===== src/rtl/arb_pkg.sv =====
// Shared helpers and types for the priority round-robin arbiter.
package arb_pkg;

    localparam int DEF_PRIO_W = 3;

    // The effective priority carries one extra MSB, which is the aged flag.
    typedef logic [DEF_PRIO_W:0] eff_prio_t;

    // The pointer resets to one below channel 0 (mod NUM_CH), so ch0 is favoured first.
    localparam int RR_PTR_RST_OFS = 1;

    function automatic int ch_idx_w(input int n);
        return (n < 2) ? 1 : $clog2(n);
    endfunction

endpackage


===== src/rtl/rr_pick.sv =====
// Combinational finder: picks the highest effective priority among the requesters.
// Ties go to the first requester found cyclically after the pointer.
module rr_pick
    import arb_pkg::*;
#(
    parameter  int NUM_CH = 8,
    parameter  int EP_W   = 4,
    localparam int CW     = ch_idx_w(NUM_CH)
) (
    input  logic [NUM_CH-1:0]           req,
    input  logic [NUM_CH-1:0][EP_W-1:0] prio,
    input  logic [CW-1:0]               ptr,
    output logic [CW-1:0]               win,
    output logic                        any
);

    logic [EP_W-1:0] best;
    int              j;

    // Walk from ptr+1 in cyclic order. The strict '>' keeps the earliest tie.
    always_comb begin
        win  = '0;
        any  = 1'b0;
        best = '0;
        j    = 0;
        for (int i = 1; i <= NUM_CH; i++) begin
            j = int'(ptr) + i;
            if (j >= NUM_CH) j = j - NUM_CH;
            if (req[j] && (!any || prio[j] > best)) begin
                any  = 1'b1;
                best = prio[j];
                win  = CW'(j);
            end
        end
    end

endmodule


===== src/rtl/prio_rr_arbiter.sv =====
// N-channel valid/ready arbiter with a registered output stage. Priority selects the winner.
// Equal priorities are broken round-robin. Aging is enabled by PRIO_RR_ARBITER_AGING_EN.
module prio_rr_arbiter
    import arb_pkg::*;
#(
    parameter int NUM_CH    = 8,
    parameter int DATA_W    = 32,
    parameter int PRIO_W    = 3,
    parameter int AGE_LIMIT = 16
) (
    input  logic                       clk,
    input  logic                       reset,
    input  logic [NUM_CH-1:0]          valid_i,
    input  logic [NUM_CH*DATA_W-1:0]   data_i,
    input  logic [NUM_CH*PRIO_W-1:0]   priority_i,
    output logic [NUM_CH-1:0]          ready_i,
    output logic                       valid_o,
    output logic [DATA_W-1:0]          data_o,
    output logic [$clog2(NUM_CH)-1:0]  chan_o,
    input  logic                       ready_o
);

    localparam int CW      = ch_idx_w(NUM_CH);
    localparam int EP_W    = PRIO_W + 1;
    localparam int PTR_RST = NUM_CH - RR_PTR_RST_OFS;

    if (NUM_CH < 2 || AGE_LIMIT < 1) begin : g_bad_param
        $error("prio_rr_arbiter: NUM_CH must be >= 2 and AGE_LIMIT >= 1");
    end

    logic [NUM_CH-1:0][EP_W-1:0] eff;
    logic [CW-1:0]               ptr;
    logic [CW-1:0]               winner;
    logic                        any_valid;
    logic                        load;

    assign load = !valid_o || ready_o;

`ifdef PRIO_RR_ARBITER_AGING_EN
    localparam int AW = $clog2(AGE_LIMIT + 1);
    logic [NUM_CH-1:0][AW-1:0] age;

    always_ff @(posedge clk or posedge reset) begin
        if (reset) begin
            age <= '0;
        end else begin
            for (int k = 0; k < NUM_CH; k++) begin
                if (!valid_i[k] || ready_i[k])
                    age[k] <= '0;
                else if (age[k] != AW'(AGE_LIMIT))
                    age[k] <= age[k] + AW'(1);
            end
        end
    end
`endif

    for (genvar k = 0; k < NUM_CH; k++) begin : g_ch
`ifdef PRIO_RR_ARBITER_AGING_EN
        assign eff[k] = {age[k] == AW'(AGE_LIMIT), priority_i[k*PRIO_W +: PRIO_W]};
`else
        assign eff[k] = {1'b0, priority_i[k*PRIO_W +: PRIO_W]};
`endif
        // Gated by reset so that no grant leaks out while the output stage is being cleared.
        assign ready_i[k] = !reset && load && any_valid && (winner == CW'(k));
    end

    rr_pick #(
        .NUM_CH (NUM_CH),
        .EP_W   (EP_W)
    ) u_pick (
        .req    (valid_i),
        .prio   (eff),
        .ptr    (ptr),
        .win    (winner),
        .any    (any_valid)
    );

    always_ff @(posedge clk or posedge reset) begin
        if (reset) begin
            valid_o <= 1'b0;
            data_o  <= '0;
            chan_o  <= '0;
            ptr     <= CW'(PTR_RST);
        end else if (load) begin
            if (any_valid) begin
                valid_o <= 1'b1;
                data_o  <= data_i[winner*DATA_W +: DATA_W];
                chan_o  <= winner;
                ptr     <= winner;
            end else begin
                valid_o <= 1'b0;
            end
        end
    end

endmodule


===== config.mk =====
export PLATFORM = sky130hd
export DESIGN_NAME = prio_rr_arbiter
export DESIGN_NICKNAME = d
export VERILOG_FILES = /design/src/rtl/arb_pkg.sv /design/src/rtl/rr_pick.sv /design/src/rtl/prio_rr_arbiter.sv
export SDC_FILE = /design/constraint.sdc
export NUM_CORES = 1
export LEC_CHECK = 0
export BUFFER_PORTS_ARGS = -buffer_cell sky130_fd_sc_hd__buf_4
export CORE_MARGIN = 5
export CORE_UTILIZATION = 29
export CTS_BUF_LIST = sky130_fd_sc_hd__clkbuf_2 sky130_fd_sc_hd__clkbuf_4 sky130_fd_sc_hd__clkbuf_8
export DETAILED_ROUTE_END_ITERATION = 8
export GPL_TIMING_DRIVEN = 0
export HOLD_SLACK_MARGIN = 0.06
export PLACE_DENSITY = 0.59
export SYNTH_ARGS = -nofsm -noshare
export SYNTH_HDL_FRONTEND = slang
export SYNTH_SLANG_ARGS = --single-unit

===== constraint.sdc =====
create_clock -name clk -period 15.7 [get_ports clk]
set_clock_uncertainty 0.1 [all_clocks]
set_input_delay 1.57 -clock clk [delete_from_list [all_inputs] [get_ports clk]]
set_output_delay 1.57 -clock clk [all_outputs]
set_load 0.05 [all_outputs]

==> metrics.txt <==
vias per inst 5.26; nets 1,393; WL per Instance between 20 and 25 um; DR iter-0 viols approximately 360; post-synth cell types 65; Max Cap Violations 0; Initial Util 0.293; Final setup viols 0; global route overflow 0; RSZ-0062 raised after global routing false; drt drc 0; Worst EP arrival 13,220 ps; vias in the first global route 7,757; EDFF count, synth 0; die area between 20,000 and 30,000 um2; synth warn 0; Req. time, crit path approximately 14,000 ps; H-tree depth 2; Die Y roughly 170 um; critical path's largest stage delay about 570 ps; element type at the critical path start flip-flop; commonest non-fill, non-tap cell in the layout buf_4; cts bufs inserted 5; core area 24,200 um2; Hold Crit Class flip-flop to flip-flop; main flop type after synthesis dfrtp_1; clk buf depth 2; Post-Synthesis Cells 731; post-synthesis sequential element count 39; max_slew headroom 0.411; fmax about 67 MHz; CTS tree done; drt first pass iters 5; type of the setup path with the least slack flip-flop to output port; width of the die 167 um; Crit. End Element output port; HPWL Detailed ~27,000 um; Tot GR Track Use 0.217; worst-path fanout max 28; final worst path period share 0.948; worst skew pair latency 300 ps; syn avg cell area 9.72 um2; most frequent cells in the layout 344 x buf_4, 83 x mux2i_1, 63 x mux2_2; post-layout util 0.426; layout cells sized above 1 0.539; drt total wl 31,600 um; Port-buffer cells approximately 330; crit path time final roughly 15,000 ps; initial antenna violation count 0; sequential area share after synthesis 0.138; site row count 57; Post-CTS Hold Buffers 0; routed vias 7,383; area growth from synthesis to layout 45.5%; RePlAce Congestion 0.887; diode count 0; Post-Syn Area 7100 um2; slowest CP cell dfstp_2; Root Driver clkbuf_8; Clock transition at path regs 90 ps; first-pass GRT wire length 47,000 um; syn_nets 1,045; Final ANT Viol Nets 0; crit-path most repeated cell ha_1; final hold violation count 0; Post-synth ARST share 1.00; clock sink total 39; Slew Limit Fails 0; status finished, final reports clean; IO Pins 335; Least-Margin Pin Slew a little under 900 ps; largest net degree at the start of global routing 31
## cell usage after synthesis, types with 16 or more instances
library cell | number | share of area
mux2i_1 | 85 | 0.12
mux2_2 | 63 | 0.10
o211ai_2 | 60 | 0.11
nand2_1 | 59 | 0.031
inv_1 | 44 | 0.023
o211ai_1 | 40 | 0.042
dfrtp_1 | 36 | 0.13
mux4_2 | 32 | 0.10
o2111ai_1 | 32 | 0.039
nor2_1 | 29 | 0.015
clkbuf_1 | 28 | 0.015
mux2_1 | 28 | 0.044
ha_1 | 23 | 0.041
o21ai_0 | 17 | 0.012
buf_2 | 16 | 0.011
## path summary, 6_finish.rpt
| kind | startpoint | end | slack, ps | depth (start not counted) |
|---|---|---|---|---|
| max | ptr[0] | ready_i[0] | 810 | 65 |
| min | chan_o[0] | chan_o[0] | 380 | 2 |
| max reg2reg | ptr[0] | data_o[9] | 2050 | 67 |
| min reg2reg | chan_o[0] | chan_o[0] | 380 | 2 |
| max in group asynchronous | reset | ptr[2] | 13860 | 3 |
| min in group asynchronous | reset | data_o[17] | 1100 | 2 |
## final cells by class
cell class,count,area [um2]
flip-flops and latches,39,980
plain buffers,61,429
well taps,324,405
clock buffers,6,76.3
repair buffers,345,2610
inverters,44,165
clock inverters,2,37.5
multi-input cells,583,5640
fillers,2439,13900
## through the flow
stage               worst slack (ps)  hold WS, ps  std cells  instance area [um2]  setup TNS (ps)
CTS                             60.0          396       1400                10200               0
global placement               -1460          370       1389                10000          -10250
detailed placement             -1470          371       1390                10000          -10550
floorplan                       1040          660        731                 7100               0
finish                           812          385       1404                10300               0
global route                    33.7          403       1404                10300               0
## flip-flops by register name, summed over array words and instances (netlist names)
register  cells
data_o       32
chan_o        3
ptr           3
valid_o       1
## what timing repair did
item                       CTS  global route
pin swaps                    2             7
setup buffers                3             7
gates resized for setup     16            22
setup endpoints to repair   15             8
hold endpoints to repair     0             0
## kinds of logic after synthesis
kind of cell    share of synthesized area
fa+ha+maj                          0.0405
xor+xnor                          0.00599
buf+inv                            0.0821
flops                               0.138
simple gates                       0.0900
mux                                 0.370
compound gates                      0.274
## per-layer routing
| layer | global-route usage | part of all wire |
|---|---|---|
| met1 | 0.282 | 0.43 |
| met2 | 0.381 | 0.50 |
| met3 | 0.0365 | 0.052 |
| met4 | 0.0420 | 0.018 |
| met5 | 0 | 0 |
## critical path, delay by kind of cell (launching register included)
family,cells,cell delay (ps)
AO/OA/AOI/OAI,23,4250
AND/OR/NAND/NOR,21,3310
multiplexers,3,690
flip-flops,1,570
buffers and inverters,10,1630
adder cells (fa/ha/maj),8,2370
Power is left out: the tool's default activity adds up to more than one toggle a clock period on the data nets, which glitch-free logic cannot reach.
